$ cat config.mk
export PLATFORM = sky130hd
export DESIGN_NAME = mantenimiento_fsm_param
export DESIGN_NICKNAME = d
export VERILOG_FILES = /design/src/rtl/mantenimiento_fsm_param.sv
export SDC_FILE = /design/constraint.sdc
export NUM_CORES = 1
export LEC_CHECK = 0
export CORE_MARGIN = 2
export CORE_UTILIZATION = 50
export CTS_CLUSTER_DIAMETER = 40
export CTS_CLUSTER_SIZE = 10
export DETAILED_ROUTE_END_ITERATION = 8
export PLACE_DENSITY = 0.86
export SYNTH_ARGS = -nofsm -noshare
export SYNTH_HDL_FRONTEND = slang
export SYNTH_SLANG_ARGS = --single-unit
$ cat constraint.sdc
create_clock -name clk -period 6.05 [get_ports clk]
set_clock_uncertainty 0.2 [all_clocks]
set_input_delay 1.21 -clock clk [delete_from_list [all_inputs] [get_ports clk]]
set_output_delay 1.21 -clock clk [all_outputs]
set_load 0.05 [all_outputs]
$ cat src/rtl/mantenimiento_fsm_param.sv
// rtl/mantenimiento_fsm_param.sv - parametrised maintenance sequencer: NUM_FASES timed phases, pause, abort, job counter
// Build option MANT_AUTO_REPETIR_EN adds input repetir, which restarts the job straight from FIN.
module mantenimiento_fsm_param #(
  parameter int NUM_FASES = 4,
  parameter int DUR_W     = 8,
  parameter int CNT_W     = 8,
  parameter int ESTADO_W  = 8
) (
  input  logic                         clk,
  input  logic                         reset_n,
  input  logic                         iniciar,
  input  logic                         detener,
  input  logic                         pausa,
`ifdef MANT_AUTO_REPETIR_EN
  input  logic                         repetir,
`endif
  input  logic [DUR_W-1:0]             duracion,
  output logic [ESTADO_W-1:0]          estado,
  output logic [$clog2(NUM_FASES)-1:0] fase,
  output logic [CNT_W-1:0]             num_mantenimientos,
  output logic                         ocupado,
  output logic                         terminado,
  output logic                         abortado
);

  localparam int FASE_W = $clog2(NUM_FASES);

  typedef enum logic [2:0] {
    S_IDLE   = 3'd0,
    S_FASE   = 3'd1,
    S_PAUSA  = 3'd2,
    S_FIN    = 3'd3,
    S_ABORTO = 3'd4
  } state_t;

  state_t              state_q, state_d;
  logic [DUR_W-1:0]    dur_q, dur_d;
  logic [DUR_W-1:0]    cnt_q, cnt_d;
  logic [FASE_W-1:0]   fase_q, fase_d;
  logic [CNT_W-1:0]    num_q, num_d;
  logic                ocupado_q, ocupado_d;
  logic                terminado_q, terminado_d;
  logic                abortado_q, abortado_d;
  logic                fin_fase;
  logic                ultima_fase;

  assign fin_fase    = (cnt_q == dur_q - DUR_W'(1));
  assign ultima_fase = (fase_q == FASE_W'(NUM_FASES - 1));

  always_ff @(posedge clk or negedge reset_n) begin
    if (!reset_n) begin
      state_q     <= S_IDLE;
      dur_q       <= '0;
      cnt_q       <= '0;
      fase_q      <= '0;
      num_q       <= '0;
      ocupado_q   <= 1'b0;
      terminado_q <= 1'b0;
      abortado_q  <= 1'b0;
    end else begin
      state_q     <= state_d;
      dur_q       <= dur_d;
      cnt_q       <= cnt_d;
      fase_q      <= fase_d;
      num_q       <= num_d;
      ocupado_q   <= ocupado_d;
      terminado_q <= terminado_d;
      abortado_q  <= abortado_d;
    end
  end

  // Abort outranks everything; a finishing job outranks a pause request.
  always_comb begin
    state_d = state_q;
    case (state_q)
      S_IDLE: begin
        if (iniciar && !detener && (duracion != '0)) state_d = S_FASE;
      end
      S_FASE: begin
        if (detener)                      state_d = S_ABORTO;
        else if (fin_fase && ultima_fase) state_d = S_FIN;
        else if (pausa)                   state_d = S_PAUSA;
      end
      S_PAUSA: begin
        if (detener)     state_d = S_ABORTO;
        else if (!pausa) state_d = S_FASE;
      end
      S_FIN: begin
`ifdef MANT_AUTO_REPETIR_EN
        if (repetir && !detener) state_d = S_FASE;
        else                     state_d = S_IDLE;
`else
        state_d = S_IDLE;
`endif
      end
      S_ABORTO: state_d = S_IDLE;
      default:  state_d = S_IDLE;
    endcase
  end

  // The FASE cycle that requests a pause still counts; only PAUSA cycles are frozen.
  always_comb begin
    dur_d  = dur_q;
    cnt_d  = cnt_q;
    fase_d = fase_q;
    num_d  = num_q;
    case (state_q)
      S_IDLE: begin
        if (state_d == S_FASE) begin
          dur_d  = duracion;
          cnt_d  = '0;
          fase_d = '0;
        end
      end
      S_FASE: begin
        if (state_d == S_ABORTO) begin
          cnt_d  = '0;
          fase_d = '0;
        end else if (fin_fase) begin
          cnt_d = '0;
          if (!ultima_fase) fase_d = fase_q + FASE_W'(1);
        end else begin
          cnt_d = cnt_q + DUR_W'(1);
        end
      end
      S_PAUSA: begin
        if (state_d == S_ABORTO) begin
          cnt_d  = '0;
          fase_d = '0;
        end
      end
      default: begin
        cnt_d  = '0;
        fase_d = '0;
      end
    endcase
    if ((state_d == S_FIN) && (num_q != {CNT_W{1'b1}})) num_d = num_q + CNT_W'(1);
    ocupado_d   = (state_d == S_FASE) || (state_d == S_PAUSA);
    terminado_d = (state_d == S_FIN);
    abortado_d  = (state_d == S_ABORTO);
  end

  assign estado             = ESTADO_W'(state_q);
  assign fase               = fase_q;
  assign num_mantenimientos = num_q;
  assign ocupado            = ocupado_q;
  assign terminado          = terminado_q;
  assign abortado           = abortado_q;

endmodule

==> results.py <==
metrics = {
    "placement": {
        "dp_hpwl_microns": 2500,
        "routabilityCongestion": 0.798,
        "pre_cts_ws_ns": 2.26,
        "port-buffer-count": 28,
    },
    "cts": {
        "hold_buffers": 0,
        "ctsHtreeMaxLevel": 2,
        "numCtsBuffers": 5,
        "cts_sinks": 32,
        "cts_resized": 0,
        "clk_pin_slew_worst_paths_ns": 0.10,
        "postCtsSetupBuffers": 0,
        "cts_root_buffer": "clkbuf_4",
        "clk_latency_ns": 0.34,
        "clockBufferDepth": 2,
        "cts_tree": "yes",
    },
    "synthesis": {
        "synth_area_leader_cell": "dfrtp_1",
        "avgSynthCellArea_sq_um": 9.78,
        "synthCells": 185,
        "synth_top_area_share": 0.443,
        "yosys.area_share.simple": 0.247,
        "synthTopCellsByArea": "dfrtp_1, xor2_1, nand2_1",
        "async_flop_share": 1.00,
        "yosys.area_share.xor_xnor": 0.0823,
        "ys_seq_area_frac": 0.443,
        "synth_adder_area_share": 0.0277,
        "synth_top_family_by_area": "simple AND/OR/NAND/NOR gates",
        "synthTopCellsByCount": "dfrtp_1, nand2_1, xor2_1",
        "synthFlopType": "dfrtp_1",
        "synth_cell_type_count": 44,
        "synthMuxAreaShare": 0.0436,
        "synth_compound_area_frac": 0.113,
        "synth_edf_count": 0,
        "ys_ff_latch": 32,
        "synth_most_common_cell": "dfrtp_1",
        "ys_warn_count": 0,
        "syn_area_sq_um": 1810,
    },
    "drt": {
        "wl_microns": 3510,
        "postRouteAntennaNets": 0,
        "vias": 1464,
        "drtIter0Drc": 72,
        "viasPerCell": 5.55,
        "first_pass_iters": 4,
        "wl_per_cell_microns": 13.3,
        "drcViolationCount": 0,
    },
    "die": {
        "die_w_microns": 64.2,
        "coreArea_sq_um": 3420,
        "fp.dieH_microns": 64.2,
        "num_rows": 21,
        "start_util": 0.530,
        "io_pins": 34,
        "die_area_sq_um": 4120,
    },
    "grt": {
        "grt_usage": 0.187,
        "grt_pass1_vias": 1321,
        "grt_overflow": 0,
        "grt_max_degree": 33,
        "antenna_found_initial": 0,
        "grt_pass1_wl_microns": 5930,
    },
    "power": {
        "max-vdd-ir-drop_mv": 0.168,
        "power_density_nw_per_um2": 263,
        "p_leak_nw": 0.961,
        "power_w": 0.000574,
    },
    "sta": {
        "final.setup.tns_ns": 0,
        "setup_violations": 0,
        "maxSlewHeadroom": 0.363,
        "worst_pin_slew_ns": 0.956,
        "post-route-min-period_ns": 3.46,
        "rsz0062_at_grt": "false",
        "worst_slack_ns": 2.59,
        "slew_violations": 0,
        "fin_crit_sh": 0.571,
        "fmax_mhz": 289,
        "finalHoldViolations": 0,
    },
    "worst_setup_path": {
        "critical-path-max-stage-delay_ns": 0.69,
        "required_ns": 6.14,
        "critPathKind": "in -> reg",
        "crit_slowest_cell": "nor4b_2",
        "crit_arrival_ns": 3.54,
        "end_kind": "flip-flop",
        "critPathMostFrequentCell": "nand2_1",
        "cp_cell_sequence": "clkdlybuf4s50_1, nor4b_2, nand2_1, nor2_1, nand4_1, or4_1, nand2_1",
        "worstPathMaxFanout": 8,
        "start_kind": "primary input",
    },
    "layout": {
        "nNetsFinal": 234,
        "diodes": 0,
        "fill_cells": 287,
        "drive_above_1_share": 0.101,
        "syn_to_final_growth_pct": 20.7,
    },
    "status": {
        "status": "finished clean",
    },
    "min_path": {
        "hold_class": "reg -> reg",
    },
    "run": {
        "drv_cap": 0,
    },
}
cell families (layout without fill, tap and decap cells):
family	after synthesis	count (layout)
flops	32	32
fa+ha+maj	4	4
compound gates	30	30
simple gates	79	79
other cells	1	5
mux	7	7
buf+inv	15	44
xor+xnor	17	17
stage by stage:
| stage | hold slack, ns | instances | cell area [sq um] | utilization |
|---|---|---|---|---|
| detailed placement | 0.289 | 256 | 2120 | 0.622 |
| floorplan | 0.302 | 189 | 1820 | - |
| global placement | 0.278 | 256 | 2120 | 0.622 |
| CTS | 0.303 | 264 | 2180 | 0.640 |
| finish | 0.293 | 264 | 2180 | 0.640 |
| global route | 0.312 | 264 | 2180 | 0.640 |
path summary, 6_finish.rpt:
| kind | from | endpoint | slack, ns | cells after the start |
|---|---|---|---|---|
| setup / recovery | detener | num_mantenimientos[4] | 2.59 | 7 |
| hold / removal | num_mantenimientos[6] | num_mantenimientos[6] | 0.29 | 1 |
| setup reg to reg | dur_q[0] | num_mantenimientos[1] | 2.84 | 8 |
| hold reg to reg | num_mantenimientos[6] | num_mantenimientos[6] | 0.29 | 1 |
| max in group asynchronous | reset_n | cnt_q[4] | 4.31 | 2 |
| min in group asynchronous | reset_n | state_q[0] | 1.05 | 2 |
where the power goes:
group / switching, W / total (W) / internal, W
Clock: 0.0000734 / 0.000129 / 0.0000552
Combinational: 0.000101 / 0.000172 / 0.0000718
Sequential: 0.0000347 / 0.000272 / 0.000238
critical path: cells and delay by family:
kind                   cells  cell delay [ns]
buffers and inverters      1             0.50
and+or+nand+nor            6             1.83
area by class of cell:
| class | count | area (sq um) | share of cell area |
|---|---|---|---|
| timing repair buffer | 30 | 295 | 0.135 |
| inverter | 6 | 22.5 | 0.0103 |
| clock buffer | 6 | 51.3 | 0.0235 |
| clock inverter | 2 | 10.0 | 0.00458 |
| multi-input combinational | 142 | 947 | 0.434 |
| sequential | 32 | 801 | 0.367 |
| tap | 46 | 57.6 | 0.0263 |
cells in the final DEF, fill, tap and decap left out, types with 3 or more instances in the layout:
| cell type | n |
|---|---|
| clkbuf_4 | 5 |
| inv_1 | 6 |
| nor2_1 | 8 |
| conb_1 | 5 |
| ha_1 | 4 |
| mux2_2 | 7 |
| and3_1 | 5 |
| nand2_1 | 22 |
| xor2_1 | 11 |
| dfrtp_1 | 32 |
| nor2b_1 | 5 |
| clkdlybuf4s50_1 | 28 |
| xnor2_1 | 6 |
| nand4_1 | 4 |
| a21oi_1 | 5 |
| o221ai_1 | 3 |
| or3_1 | 4 |
| o21ai_0 | 10 |
| nor3_1 | 8 |
| nand3_1 | 4 |
registers in the layout (all words and copies together), names as in the netlist:
name,cells
state_q,3
cnt_q,8
abortado,1
terminado,1
dur_q,8
num_mantenimientos,8
ocupado,1
fase,2
routing by layer:
| metal | wire, microns | share of wire | vias to the layer above | GRT usage |
|---|---|---|---|---|
| met5 | 0 | 0 | - | 0 |
| met4 | 80 | 0.023 | 0 | 0.0957 |
| met1 | 1660 | 0.47 | 705 | 0.250 |
| li1 | - | - | 727 | - |
| met3 | 110 | 0.031 | 8 | 0.0317 |
| met2 | 1650 | 0.47 | 24 | 0.294 |
No activity file was read; power rests on OpenSTA's default activity.
